==> src/rtl/acc_job_scheduler.sv <==
// rtl/acc_job_scheduler.sv - round-robin job scheduler sharing one ap_ctrl_hs accelerator
module acc_job_scheduler #(
    parameter int NREQ  = 4,
    parameter int ARG_W = 32,
    parameter int RES_W = 32,
    parameter int TMO_W = 16,
    localparam int ID_W = $clog2(NREQ)
) (
    input  logic                    clock,
    input  logic                    reset,
    input  logic [NREQ-1:0]         req_valid,
    input  logic [NREQ*ARG_W-1:0]   req_arg,
    output logic [NREQ-1:0]         req_ready,
    output logic                    rsp_valid,
    input  logic                    rsp_ready,
    output logic [ID_W-1:0]         rsp_id,
    output logic [RES_W-1:0]        rsp_data,
    output logic                    rsp_err,
    output logic                    acc_ap_start,
    input  logic                    acc_ap_ready,
    input  logic                    acc_ap_done,
    input  logic                    acc_ap_idle,
    output logic [ARG_W-1:0]        acc_arg,
    input  logic [RES_W-1:0]        acc_ret,
    input  logic [TMO_W-1:0]        tmo_limit,
    output logic                    err_sticky,
    output logic [31:0]             job_count,
    output logic [31:0]             busy_cycles
);

    typedef enum logic [2:0] {
        S_IDLE,
        S_START,
        S_WAIT,
        S_RESP,
        S_DRAIN
    } state_t;

    state_t            state;
    logic [ID_W-1:0]   last_grant;
    logic [TMO_W-1:0]  tmo_cnt;
    logic [ID_W-1:0]   grant_id;
    logic              grant_found;
    logic [ID_W:0]     cand;
    logic              tmo_hit;

    // Walk candidates from farthest to nearest after last_grant so the nearest
    // valid requester is the one left standing.
    always_comb begin
        grant_id    = '0;
        grant_found = |req_valid;
        cand        = '0;
        for (int k = NREQ - 1; k >= 0; k--) begin
            cand = {1'b0, last_grant} + (ID_W+1)'(k + 1);
            if (cand >= (ID_W+1)'(NREQ)) begin
                cand = cand - (ID_W+1)'(NREQ);
            end
            if (req_valid[cand[ID_W-1:0]]) begin
                grant_id = cand[ID_W-1:0];
            end
        end
    end

    assign req_ready = (state == S_IDLE && !reset && grant_found) ? (NREQ'(1) << grant_id) : '0;
    assign tmo_hit   = (tmo_limit != '0) && (tmo_cnt == tmo_limit - TMO_W'(1));

    always_ff @(posedge clock) begin
        if (reset) begin
            state        <= S_IDLE;
            last_grant   <= ID_W'(NREQ - 1);
            tmo_cnt      <= '0;
            acc_ap_start <= 1'b0;
            acc_arg      <= '0;
            rsp_valid    <= 1'b0;
            rsp_id       <= '0;
            rsp_data     <= '0;
            rsp_err      <= 1'b0;
            err_sticky   <= 1'b0;
            job_count    <= '0;
            busy_cycles  <= '0;
        end else begin
            if (state == S_START || state == S_WAIT) begin
                busy_cycles <= busy_cycles + 32'd1;
                if (tmo_cnt != '1) begin
                    tmo_cnt <= tmo_cnt + TMO_W'(1);
                end
            end

            case (state)
                S_IDLE: begin
                    if (grant_found) begin
                        acc_arg      <= req_arg[grant_id*ARG_W +: ARG_W];
                        rsp_id       <= grant_id;
                        tmo_cnt      <= '0;
                        acc_ap_start <= 1'b1;
                        state        <= S_START;
                    end
                end

                // Completion beats the watchdog when both land in the same cycle.
                S_START: begin
                    if (acc_ap_done) begin
                        rsp_data     <= acc_ret;
                        rsp_err      <= 1'b0;
                        rsp_valid    <= 1'b1;
                        acc_ap_start <= 1'b0;
                        state        <= S_RESP;
                    end else if (tmo_hit) begin
                        rsp_data     <= '0;
                        rsp_err      <= 1'b1;
                        err_sticky   <= 1'b1;
                        rsp_valid    <= 1'b1;
                        acc_ap_start <= 1'b0;
                        state        <= S_RESP;
                    end else if (acc_ap_ready) begin
                        acc_ap_start <= 1'b0;
                        state        <= S_WAIT;
                    end
                end

                S_WAIT: begin
                    if (acc_ap_done) begin
                        rsp_data  <= acc_ret;
                        rsp_err   <= 1'b0;
                        rsp_valid <= 1'b1;
                        state     <= S_RESP;
                    end else if (tmo_hit) begin
                        rsp_data   <= '0;
                        rsp_err    <= 1'b1;
                        err_sticky <= 1'b1;
                        rsp_valid  <= 1'b1;
                        state      <= S_RESP;
                    end
                end

                S_RESP: begin
                    if (rsp_ready) begin
                        rsp_valid  <= 1'b0;
                        job_count  <= job_count + 32'd1;
                        last_grant <= rsp_id;
                        state      <= rsp_err ? S_DRAIN : S_IDLE;
                    end
                end

                // A timed-out accelerator may still be running; wait it out.
                S_DRAIN: begin
                    if (acc_ap_idle) begin
                        state <= S_IDLE;
                    end
                end

                default: state <= S_IDLE;
            endcase
        end
    end

endmodule

==> config.mk <==
export PLATFORM = sky130hd
export DESIGN_NAME = acc_job_scheduler
export DESIGN_NICKNAME = d
export VERILOG_FILES = /design/src/rtl/acc_job_scheduler.sv
export SDC_FILE = /design/constraint.sdc
export NUM_CORES = 1
export LEC_CHECK = 0
export BUFFER_PORTS_ARGS = -buffer_cell sky130_fd_sc_hd__buf_2
export CORE_MARGIN = 4
export CORE_UTILIZATION = 40
export CTS_CLUSTER_DIAMETER = 100
export DETAILED_ROUTE_END_ITERATION = 10
export HOLD_SLACK_MARGIN = 0.15
export PLACE_DENSITY = 0.75
export SLEW_MARGIN = 20
export SYNTH_ARGS = -nofsm -noshare
export SYNTH_HDL_FRONTEND = slang
export SYNTH_SLANG_ARGS = --single-unit
==> constraint.sdc <==
create_clock -name clock -period 8.79 [get_ports clock]
set_input_delay 1.758 -clock clock [delete_from_list [all_inputs] [get_ports clock]]
set_output_delay 1.758 -clock clock [all_outputs]
set_load 0.01 [all_outputs]
==> Word-level counts from Yosys, hierarchy flattened <==
Cells that the tools add are included.
{ "totals": {"elab_cells": 109, "regBits": 155, "in_bits": 186, "out_inout_bits": 138} }
{ "op_classes": {"muxes": 43, "reduce_logical": 19, "n_lt_le_gt_ge": 8, "bitwise_logic": 1, "add_sub_neg": 12, "n_shift": 2, "n_eq_ne": 12} }
{ "ops": {"columns": ["operator", "count"], "rows": [
  ["128-bit by 8-bit indexed part select with 32-bit output", 1],
  ["32-bit by 1-bit adder with 32-bit output (second input constant)", 2],
  ["16-bit two-way mux", 4],
  ["32-bit two-way mux", 2],
  ["3-bit two-way mux", 9],
  ["16-bit by 1-bit adder with 16-bit output (second input constant)", 1],
  ["16-bit == test", 1],
  ["2-bit two-way mux", 8],
  ["16-bit inequality test (second input constant)", 1],
  ["16-bit nonzero test", 1],
  ["16-bit by 1-bit subtractor with 16-bit output (second input constant)", 1],
  ["3-bit one-hot mux with 5 select lines", 1],
  ["3-bit >= comparator (second input constant)", 4],
  ["2-bit by 3-bit < comparator with 1-bit output (second input constant)", 4],
  ["1-bit two-way mux", 12],
  ["3-bit AND reduction", 3],
  ["1-bit binary-select mux with 2-bit select", 4],
  ["2-bit by 1-bit subtractor with 2-bit output (second input constant)", 4],
  ["2-bit by 2-bit adder with 3-bit output (second input constant)", 2],
  ["3-bit by 2-bit == test with 1-bit output (second input constant)", 2],
  ["2-bit inequality test (second input constant)", 3],
  ["2-bit AND reduction", 3],
  ["2-bit nonzero test", 3],
  ["5-bit AND reduction", 1],
  ["other kinds (17)", 20]
]} }

==> Longest topological paths before layout <==
Gate-level depths: netlist of run 1.
{ "logic_depth": {"ltp_word": 11, "ltp_mapped": 10, "depth_no_buf": 9} }

==> Worst setup path before layout of run 1 <==
No wires, ideal clock.
{ "synth_timing": {"kind": "in2out", "from": "input port req_valid[3]", "to": "output port req_ready[0]", "t_required_ns": 7.032, "n_path_buf": 2, "arrival_ns": 3.268, "stages": 6, "setup_slack_ns": 3.764, "cell_sequence": "nor2b_1 > o21a_1 > nor3_1 > clkbuf_1 > clkbuf_1 > and3_1"} }
{ "synth_via": {"elab_chain_len": 8, "word_cells_on_any_way": 16, "cone_classes": "1 x shift; 13 x mux; 2 x reduce/logical"} }
{ "synth_rtl": {"columns": ["element", "line_no", "rtl"], "rows": [
  ["from (decl)", "11", "input logic [NREQ-1:0] req_valid,"],
  ["1-bit binary-select mux with 2-bit select", "58", "if (req_valid[cand[ID_W-1:0]]) begin"],
  ["1-bit two-way mux (implied by the code)", "58", null],
  ["2-bit two-way mux (4 in a row)", "58", null],
  ["1-bit by 2-bit left shift with 4-bit output", "64", "assign req_ready = (state == S_IDLE && !reset && grant_found) ? (NREQ'(1) << grant_id) : '0;"],
  ["4-bit two-way mux (*)", "64", null],
  ["to (decl)", "13", "output logic [NREQ-1:0] req_ready,"]
]} }
Every way passes the cells marked *; elsewhere a longest branch is shown, timed or not. The select of a mux whose other input is x is not followed.

==> Worst setup path after layout of run 1 <==
{ "layout_timing": {"from": "input port req_valid[0]", "to": "output port req_ready[0]"} }
The elaborated chain is that of the path after synthesis.

==> results of run 1 <==
-- Yosys cell counts (all sizes together) (11+ instances only) --
master and count:
nor2 92, a21oi 49, o21ai 45, dfxtp 155
clkbuf 67, nand4 21, o32a 32, o211ai 35
nand2 265, inv 46, nor3 13, xnor2 32
nand3 60, and3 18, and4 11, xor2 50
-- area by class of cell --
class / count / share of cell area
multi-input cells: 813 / 0.4380
flip-flops and latches: 155 / 0.2957
repair buffers: 333 / 0.1615
clock buffers: 18 / 0.04090
well taps: 265 / 0.03160
inverters: 46 / 0.01646
clock inverters: 14 / 0.01562
diodes: 1 / 0.0002385
-- report_power, final --
part	switching [W]	internal (W)
combinational	0.000216	0.000139
sequential	0.0000289	0.000747
clock	0.000311	0.000426
-- logic make-up (layout without fill, tap and decap cells) --
group | Yosys count | after routing | share of synthesized area
compound gates | 190 | 190 | 0.1613
xor+xnor | 83 | 83 | 0.09120
fa+ha+maj | 4 | 4 | 0.006163
buf+inv | 119 | 411 | 0.05562
flops | 155 | 155 | 0.3821
mux | 7 | 7 | 0.008782
other cells | 0 | 1 | 0
simple gates | 529 | 529 | 0.2949
-- cells in the final DEF, fill, tap and decap left out, drive strengths merged, types with 11 or more instances in the layout --
| cell type | count |
|---|---|
| and4 | 11 |
| xnor2 | 32 |
| a21oi | 49 |
| buf | 333 |
| o21ai | 45 |
| o32a | 32 |
| o211ai | 35 |
| clkbuf | 18 |
| and3 | 18 |
| nor3 | 13 |
| nand3 | 60 |
| dfxtp | 155 |
| inv | 51 |
| nand4 | 21 |
| xor2 | 50 |
| nand2 | 265 |
| nor2 | 92 |
-- critical path: stages --
cell and delay [ns]:
buf_2 0.12, nor4_1 0.66, or4_1 0.40, nor2_1 0.09, and3_1 0.18, buf_2 0.13
-- metrics by stage --
step	hold slack, ns	instance area, um^2	setup slack (ns)	power, W
after floorplan	0.4561	8122	3.764	0.0009962
after global placement	0.4382	9894	3.638	0.001140
after detailed placement	0.4435	9894	3.628	0.001146
after CTS	0.4544	10490	3.614	0.001890
after global routing	0.4719	10490	3.558	0.001961
final	0.4537	10490	3.675	0.001868
-- worst max path at each step --
stage                     depth (start not counted)           end  slack (ns)    startpoint
after floorplan                                   6  req_ready[0]        3.76  req_valid[3]
after global placement                            6  req_ready[0]        3.64  req_valid[0]
after detailed placement                          6  req_ready[0]        3.63  req_valid[0]
after CTS                                         6  req_ready[0]        3.61  req_valid[0]
after global routing                              6  req_ready[2]        3.56  req_valid[0]
final                                             6  req_ready[0]        3.68  req_valid[0]
-- routing by layer --
metal,up-vias,GRT usage
met1,3947,0.2727
met5,-,0
li1,4286,-
met4,2,0.09790
met3,53,0.04576
met2,291,0.3833
-- state kept, by name, summed over array words and instances, names as in the netlist --
name / cells
acc_arg: 32
busy_cycles: 32
job_count: 32
rsp_data: 32
tmo_cnt: 16
state: 3
last_grant: 2
rsp_id: 2
acc_ap_start: 1
err_sticky: 1
rsp_err: 1
rsp_valid: 1
==> results.txt, run 1 <==
fill cell total of the finished layout -> 1901
CTS sink cnt -> 155
cell accounting for the most synthesized area -> dfxtp_1
synth warn -> 0
Area contributors post-synth -> dfxtp_1, nand2_1, xor2_1
share of post-route cells with drive strength above 1 -> 0.2756
CTS Buf Count -> 17
global-route wire length before repair -> 40850 um
leakage power -> 4.812 nW
IO Count -> 324
number of flops mapped to enable cells by yosys -> 0
Rows -> 51
syn avg cell area -> 7.472 um^2
final period utilization -> 0.5819
Post-CTS Setup Bufs -> 0
WP data required -> 7.03 ns
setup tns final -> 0 ns
Peak VDD IR -> 0.1088 mV
Max Clk Rate -> 195.5 MHz
FF+latch area -> 0.003103 mm^2
Top FF cell, synth -> dfxtp_1
endpoints failing setup -> 0
worst hold start -> acc_arg[7]
CORE AREA -> 0.01972 mm^2
DIE WIDTH -> 150.5 um
register area share after synthesis -> 0.3821
Power Density -> 178.0 mW/mm^2
reg2reg path depth -> 7
max-slew violations -> 0
DR vias -> 8579
clk_skew -> 0.01156 ns
port buffer count -> 323
fraction of registers with async set/reset -> 0
hold_buf cts -> 0
clock latency on the worst-skew pair -> 0.42 ns
Final GP Congestion -> 0.8733
Rel. slew slack -> 0.4425
initial antenna violation count -> 2
die area -> 0.02265 mm^2
syn nets -> 1277
WS Path Type -> in -> out
fin crit period -> 5.115 ns
clock root buffer -> clkbuf_16
H-tree Lvls -> 4
HP Class -> reg -> reg
drt wl/cell -> 15.78 um
Pre-antenna DRT Iters -> 5
met1 wire length -> 10580 um
crit path capture type -> output pin
reg2reg end -> rsp_data[16]
highest metal used -> met5
largest net degree at the start of global routing -> 77
Synth Register Bits -> 155
post-route ant nets -> 0
drt drc -> 0
die extent in y -> 150.5 um
Final Hold Fails -> 0
worst-path fanout max -> 8
Layout area overhead -> 29.19%
# nets final -> 1556
vias in the first global route -> 8130
Max Buffers Root-to-Sink -> 2
hold depth -> 2
setup slack, reg-to-reg -> 5.80 ns
MaxCap Viol Count -> 0
area of the multi-input gates -> 0.004596 mm^2
status -> completed
final core utilization -> 0.5321
WL final -> 25950 um
Starting Density -> 0.4119
Startpoint Class -> input port
measured slew at the worst slew-check pin -> 0.8287 ns
worst reg2reg startpoint -> tmo_cnt[11]
GRT Overall Usage -> 0.2242
Clk pin slew, worst setup/hold paths -> 0.06 ns
Final Instance Count excl. Fillers -> 1645
initial detailed-routing violation count -> 398
CTS tree -> built
cell count after placement -> 1612
synth unique cells -> 60
vias per cell -> 5.215
critical path arrival -> 3.36 ns
unrepaired setup endpoints after global routing -> false
PostCTS Resize Cnt -> 0
cells after synthesis -> 1087
Yosys top cell area share -> 0.3821
GR Overflow Total -> 0
Detail Placement HPWL -> 19270 um
Hold EP -> acc_arg[7]
DR WL met3 -> 1466 um
Cell Area, Synth -> 0.008122 mm^2
met2 WL post-DR -> 13080 um
No activity file was read; power rests on OpenSTA's default activity.
==> inputs of run 2 (changes only) <==
ABC_AREA = 1   (was not set)
PLACE_DENSITY = 0.78   (was 0.75)
clock period = 4.3 ns   (was 8.79 ns; I/O delays follow)
==> results.txt, run 2 <==
CP startpoint -> state[2] (was req_valid[0])
worst reg2reg startpoint -> last_grant[0] (was tmo_cnt[11])
fin crit period -> 3.398 ns
most common cell after layout, fill and taps aside -> nand2_1 (was buf_2)
leakage power -> 4.892 nW (was 4.812 nW)
Pre-antenna DRT Iters -> 5 (unchanged)
CTS tree -> built (unchanged)
CTS sink cnt -> 155 (unchanged)
Peak VDD IR -> 0.3125 mV (was 0.1088 mV)
Layout area overhead -> 30.76% (was 29.19%)
antenna cell count -> 0 (was 1)
DR vias -> 8870 (was 8579)
CORE AREA -> 0.01940 mm^2 (was 0.01972 mm^2)
DIE WIDTH -> 148.4 um (was 150.5 um)
cell depth of the worst setup path -> 11 (was 6)
register area share after synthesis -> 0.3934 (was 0.3821)
vias per cell -> 4.939 (was 5.215)
clock root buffer -> clkbuf_16 (unchanged)
WP buf/inv -> 6 (was 2)
unrepaired setup endpoints after global routing -> false (unchanged)
CTS Buf Count -> 17 (unchanged)
Power Density -> 482.0 mW/mm^2 (was 178.0 mW/mm^2)
CP most frequent cell -> inv_1 (was buf_2)
max-slew violations -> 0 (unchanged)
Final Instance Count excl. Fillers -> 1796 (was 1645)
synth warn -> 0 (unchanged)
HP Class -> reg -> reg (unchanged)
GR Overflow Total -> 0 (unchanged)
worst-path fanout max -> 33 (was 8)
Final Hold Fails -> 0 (unchanged)
drt wl/cell -> 14.12 um (was 15.78 um)
endpoints failing setup -> 0 (unchanged)
crit path capture type -> output pin (unchanged)
PostCTS Resize Cnt -> 0 (unchanged)
die extent in y -> 148.4 um (was 150.5 um)
critical path arrival -> 2.54 ns (was 3.36 ns)
Post-CTS Setup Bufs -> 0 (unchanged)
cell accounting for the most synthesized area -> dfxtp_1 (unchanged)
# nets final -> 1708 (was 1556)
reg2reg end -> acc_arg[18] (was rsp_data[16])
Startpoint Class -> register (was input port)
Area contributors post-synth -> dfxtp_1, nand2_1, a21oi_1 (was dfxtp_1, nand2_1, xor2_1)
Rows -> 51 (unchanged)
die area -> 0.02203 mm^2 (was 0.02265 mm^2)
critical path's slowest cell -> dfxtp_1 (was nor4_1)
Top FF cell, synth -> dfxtp_1 (unchanged)
cells after synthesis -> 1209 (was 1087)
crit path to -> req_ready[0] (unchanged)
vias in the first global route -> 8217 (was 8130)
cell count after placement -> 1764 (was 1612)
Clk pin slew, worst setup/hold paths -> 0.06 ns (about the same)
Commonest cells post-synth -> nand2_1, dfxtp_1, inv_1 (was nand2_1, dfxtp_1, nor2_1)
WL final -> 25360 um (was 25950 um)
Rel. slew slack -> 0.4627 (was 0.4425)
Detail Placement HPWL -> 19490 um (was 19270 um)
Final GP Congestion -> 0.9337 (was 0.8733)
number of flops mapped to enable cells by yosys -> 0 (unchanged)
Synth Register Bits -> 155 (unchanged)
Max Buffers Root-to-Sink -> 2 (unchanged)
clock latency on the worst-skew pair -> 0.43 ns (was 0.42 ns)
GRT Overall Usage -> 0.2219 (was 0.2242)
top-count cell post-synth -> nand2_1 (unchanged)
hold_buf cts -> 0 (unchanged)
Starting Density -> 0.4066 (was 0.4119)
synth unique cells -> 39 (was 60)
Cell Area, Synth -> 0.007888 mm^2 (was 0.008122 mm^2)
CP delay by family, top -> buffers and inverters (was simple AND/OR/NAND/NOR gates)
port buffer count -> 323 (unchanged)
clk_skew -> 0.01367 ns (was 0.01156 ns)
WP data required -> 3.44 ns (was 7.03 ns)
commonest non-fill, non-tap cells in the layout -> nand2_1, buf_2, dfxtp_1, inv_1, nor2_1 (was buf_2, nand2_1, dfxtp_1, nor2_1, nand3_1)
Max Clk Rate -> 294.3 MHz
Yosys top cell area share -> 0.3934 (was 0.3821)
initial antenna violation count -> 0 (was 2)
initial detailed-routing violation count -> 522 (was 398)
IO Count -> 324 (unchanged)
crit-path cells -> nor2_2 -> inv_1 -> nor2_1 -> inv_1 -> nor2_1 -> inv_1 -> nor2_2 -> buf_4 -> inv_1 -> nor3_1 -> buf_2 (was buf_2 -> nor4_1 -> or4_1 -> nor2_1 -> and3_1 -> buf_2)
setup slack, reg-to-reg -> 1.45 ns (was 5.80 ns)
setup tns final -> 0 ns (unchanged)
MaxCap Viol Count -> 0 (unchanged)
post-route ant nets -> 0 (unchanged)
syn avg cell area -> 6.524 um^2 (was 7.472 um^2)
measured slew at the worst slew-check pin -> 0.8040 ns (was 0.8287 ns)
syn nets -> 1399 (was 1277)
final period utilization -> 0.7902
WS Path Type -> reg -> out (was in -> out)
H-tree Lvls -> 4 (unchanged)
reg2reg path depth -> 13 (was 7)
share of post-route cells with drive strength above 1 -> 0.2541 (was 0.2756)
global-route wire length before repair -> 40260 um (was 40850 um)
drt drc -> 0 (unchanged)
largest stage delay on the critical path -> 0.38 ns (was 0.66 ns)
largest net degree at the start of global routing -> 66 (was 77)
status -> completed (unchanged)
fraction of registers with async set/reset -> 0 (unchanged)
-- run 2: through the flow --
| step | instance area (um^2) | setup WS, ns | hold WS (ns) | util | total power [W] |
|---|---|---|---|---|---|
| 2_1_floorplan | 7888 | 1.436 | 0.4589 | - | 0.002850 |
| 3_3_place_gp | 9701 | 0.9800 | 0.4324 | 0.5001 | 0.003421 |
| 3_5_place_dp | 9701 | 0.9444 | 0.4342 | 0.5001 | 0.003443 |
| 4_1_cts | 10310 | 0.8716 | 0.4509 | 0.5317 | 0.005008 |
| 5_1_grt | 10310 | 0.6173 | 0.4616 | 0.5317 | 0.005284 |
| 6_report | 10310 | 0.9023 | 0.4464 | 0.5317 | 0.004972 |
-- run 2: worst min-delay path, stage by stage (launching register included) --
cell	delay, ns
dfxtp_1	0.31
nand2_1	0.06
nand2_1	0.04
-- run 2: report_power, final --
group / total (W) / internal [W] / switching [W]
Sequential: 0.00181 / 0.00167 / 0.000139
Clock: 0.00156 / 0.000896 / 0.000661
Combinational: 0.00161 / 0.000526 / 0.00108
Total: 0.00497 / 0.00309 / 0.00188
-- run 2: final cells by class --
type / instances / area, um^2
flip-flops and latches: 155 / 3103
well taps: 265 / 331.6
clock buffers: 18 / 439.2
fillers: 1944 / 9085
inverters: 116 / 435.4
multi-input cells: 900 / 4177
clock inverters: 14 / 173.9
repair buffers: 328 / 1654
-- run 2: per-layer routing --
metal,GRT usage,share of wire,vias to the layer above
li1,-,-,4513
met5,0,0,-
met4,0.08684,0.034,0
met2,0.3644,0.48,278
met1,0.2886,0.43,4016
met3,0.04296,0.061,63
-- run 2: logic make-up after synthesis --
family                     share of synthesized area
and+or+nand+nor                               0.3869
DFF                                           0.3934
buffers and inverters                        0.07805
AOI/OAI and AO/OA                            0.09978
xor gates and xnor gates                     0.03553
adders and majority gates                   0.006345
-- run 2: how the worst min path moves through the flow --
stage | from | to | slack, ns | cells after the start
3_3_place_gp | acc_arg[22] | acc_arg[22] | 0.43 | 2
6_report | acc_arg[4] | acc_arg[4] | 0.45 | 2
2_1_floorplan | tmo_cnt[0] | tmo_cnt[0] | 0.46 | 1
3_5_place_dp | acc_arg[4] | acc_arg[4] | 0.43 | 2
5_1_grt | acc_arg[0] | acc_arg[0] | 0.46 | 2
4_1_cts | acc_arg[6] | acc_arg[6] | 0.45 | 2
==> inputs of run 3 (changes only) <==
PLACE_DENSITY = 0.75   (was 0.78)
clock period = 3.4 ns   (was 4.3 ns; I/O delays follow)
==> results.txt, run 3 (same netlist as run 2, synthesis figures left out) <==
hold depth -> 2 (unchanged)
Setup Slack @ Placement -> 0.3609 ns (was 0.9444 ns)
largest net degree at the start of global routing -> 66 (unchanged)
post-route ant nets -> 0 (unchanged)
share of post-route cells with drive strength above 1 -> 0.2578 (was 0.2541)
CTS Buf Count -> 17 (unchanged)
Max Clk Rate -> 324.1 MHz
DIE WIDTH -> 148.4 um (unchanged)
Psw -> 0.002377 W (was 0.001882 W)
part of the power in registers -> 0.359 (was 0.363)
fin crit period -> 3.086 ns
clock root buffer -> clkbuf_16 (unchanged)
Startpoint Class -> register (unchanged)
status -> completed (unchanged)
worst hold start -> acc_arg[5] (was acc_arg[4])
setup tns final -> 0 ns (unchanged)
most common cell after layout, fill and taps aside -> nand2_1 (unchanged)
CORE AREA -> 0.01940 mm^2 (unchanged)
H-tree Lvls -> 4 (unchanged)
CTS tree -> built (unchanged)
Post-CTS Setup Bufs -> 0 (unchanged)
initial detailed-routing violation count -> 529 (was 522)
GR Overflow Total -> 0 (unchanged)
Clk pin slew, worst setup/hold paths -> 0.07 ns (was 0.06 ns)
cell count after placement -> 1773 (was 1764)
reg2reg path depth -> 14 (was 13)
clk_skew -> 0.01331 ns (was 0.01367 ns)
measured slew at the worst slew-check pin -> 0.7668 ns (was 0.8040 ns)
WS Path Type -> reg -> out (unchanged)
Final GP Congestion -> 0.9374 (was 0.9337)
crit path capture type -> output pin (unchanged)
commonest non-fill, non-tap cells in the layout -> nand2_1, buf_2, dfxtp_1, inv_1, nor2_1 (unchanged)
Hold EP -> acc_arg[5] (was acc_arg[4])
WP data required -> 2.72 ns (was 3.44 ns)
area of the multi-input gates -> 0.004177 mm^2 (unchanged)
drt wl/cell -> 14.34 um (was 14.12 um)
Setup WS post-layout -> 0.3142 ns (was 0.9023 ns)
Starting Density -> 0.4066 (unchanged)
Comb pwr share -> 0.325 (was 0.323)
Cell Int Power -> 0.004021 W (was 0.003090 W)
clock latency on the worst-skew pair -> 0.42 ns (was 0.43 ns)
die area -> 0.02203 mm^2 (unchanged)
critical path arrival -> 2.41 ns (was 2.54 ns)
WL final -> 25880 um (was 25360 um)
fill cell total of the finished layout -> 1911 (was 1944)
worst-path fanout max -> 6 (was 33)
IO Count -> 324 (unchanged)
final period utilization -> 0.9076
setup slack, reg-to-reg -> 0.87 ns (was 1.45 ns)
endpoints failing setup -> 0 (unchanged)
Final Hold Fails -> 0 (unchanged)
Peak VDD IR -> 0.3980 mV (was 0.3125 mV)
global-route wire length before repair -> 40920 um (was 40260 um)
die extent in y -> 148.4 um (unchanged)
Final Instance Count excl. Fillers -> 1805 (was 1796)
leakage power -> 4.955 nW (was 4.892 nW)
Rel. slew slack -> 0.4888 (was 0.4627)
HP Class -> reg -> reg (unchanged)
unrepaired setup endpoints after global routing -> false (unchanged)
vias in the first global route -> 8349 (was 8217)
Pre-antenna DRT Iters -> 5 (unchanged)
MaxCap Viol Count -> 0 (unchanged)
sw frac -> 0.3715 (was 0.3785)
Clk network pwr share -> 0.316 (was 0.313)
antenna cell count -> 0 (unchanged)
hold_buf cts -> 0 (unchanged)
reg2reg end -> acc_arg[6] (was acc_arg[18])
Power Density -> 615.1 mW/mm^2 (was 482.0 mW/mm^2)
Rows -> 51 (unchanged)
initial antenna violation count -> 0 (unchanged)
worst reg2reg startpoint -> last_grant[0] (unchanged)
GRT Overall Usage -> 0.2271 (was 0.2219)
vias per cell -> 4.924 (was 4.939)
Detail Placement HPWL -> 20110 um (was 19490 um)
DR vias -> 8887 (was 8870)
Max Buffers Root-to-Sink -> 2 (unchanged)
drt drc -> 0 (unchanged)
max-slew violations -> 0 (unchanged)
worst hold slack -> 0.4484 ns (was 0.4464 ns)
Layout area overhead -> 31.87% (was 30.76%)
port buffer count -> 323 (unchanged)
CTS sink cnt -> 155 (unchanged)
# nets final -> 1717 (was 1708)
FF+latch area -> 0.003103 mm^2 (unchanged)
PostCTS Resize Cnt -> 0 (unchanged)
-- run 3: power by group through the flow --
stage	combinational [W]	sequential (W)	clock (W)
2_1_floorplan	0.00117	0.00243	0
3_3_place_gp	0.00206	0.00232	0
3_5_place_dp	0.00209	0.00232	0
4_1_cts	0.00209	0.00229	0.00206
5_1_grt	0.00232	0.00233	0.00213
6_report	0.00208	0.00229	0.00202
-- run 3: per-stage QoR --
| stage | cell area, um^2 | power (W) | util |
|---|---|---|---|
| floorplan | 7888 | 0.003605 | - |
| global placement | 9781 | 0.004385 | 0.5042 |
| detailed placement | 9781 | 0.004410 | 0.5042 |
| CTS | 10400 | 0.006437 | 0.5362 |
| global route | 10400 | 0.006779 | 0.5362 |
| finish | 10400 | 0.006398 | 0.5362 |
-- run 3: worst max-delay path, cell delays in order, from the launching register on --
cell and delay, ns:
dfxtp_1 0.44, xor2_1 0.24, inv_1 0.09, nand2_1 0.09, nand2_1 0.07, a31oi_1 0.17
o211ai_1 0.13, nand2_2 0.18, inv_2 0.08, nor3_1 0.27, buf_2 0.21
-- run 3: layout make-up --
type | instances | area share
Multi-Input combinational cell | 900 | 0.4015
Sequential cell | 155 | 0.2983
Timing Repair Buffer | 337 | 0.1667
Clock buffer | 19 | 0.04258
Inverter | 116 | 0.04186
Tap cell | 265 | 0.03188
Clock inverter | 13 | 0.01708
-- run 3: layer usage --
metal  vias to the layer above  global-route usage  routed length [um]
met3                        42             0.04540                1241
met4                         0             0.07252                 567
met2                       252              0.3796               12630
li1                       4536                   -                   -
met5                         -                   0                   0
met1                      4057              0.2957               11450
-- run 3: worst max path at each step --
stage,to,from
floorplan,req_ready[3],req_valid[3]
global placement,rsp_valid,tmo_limit[0]
CTS,req_ready[3],last_grant[0]
detailed placement,rsp_err,tmo_limit[0]
finish,req_ready[3],last_grant[0]
global route,req_ready[3],last_grant[0]
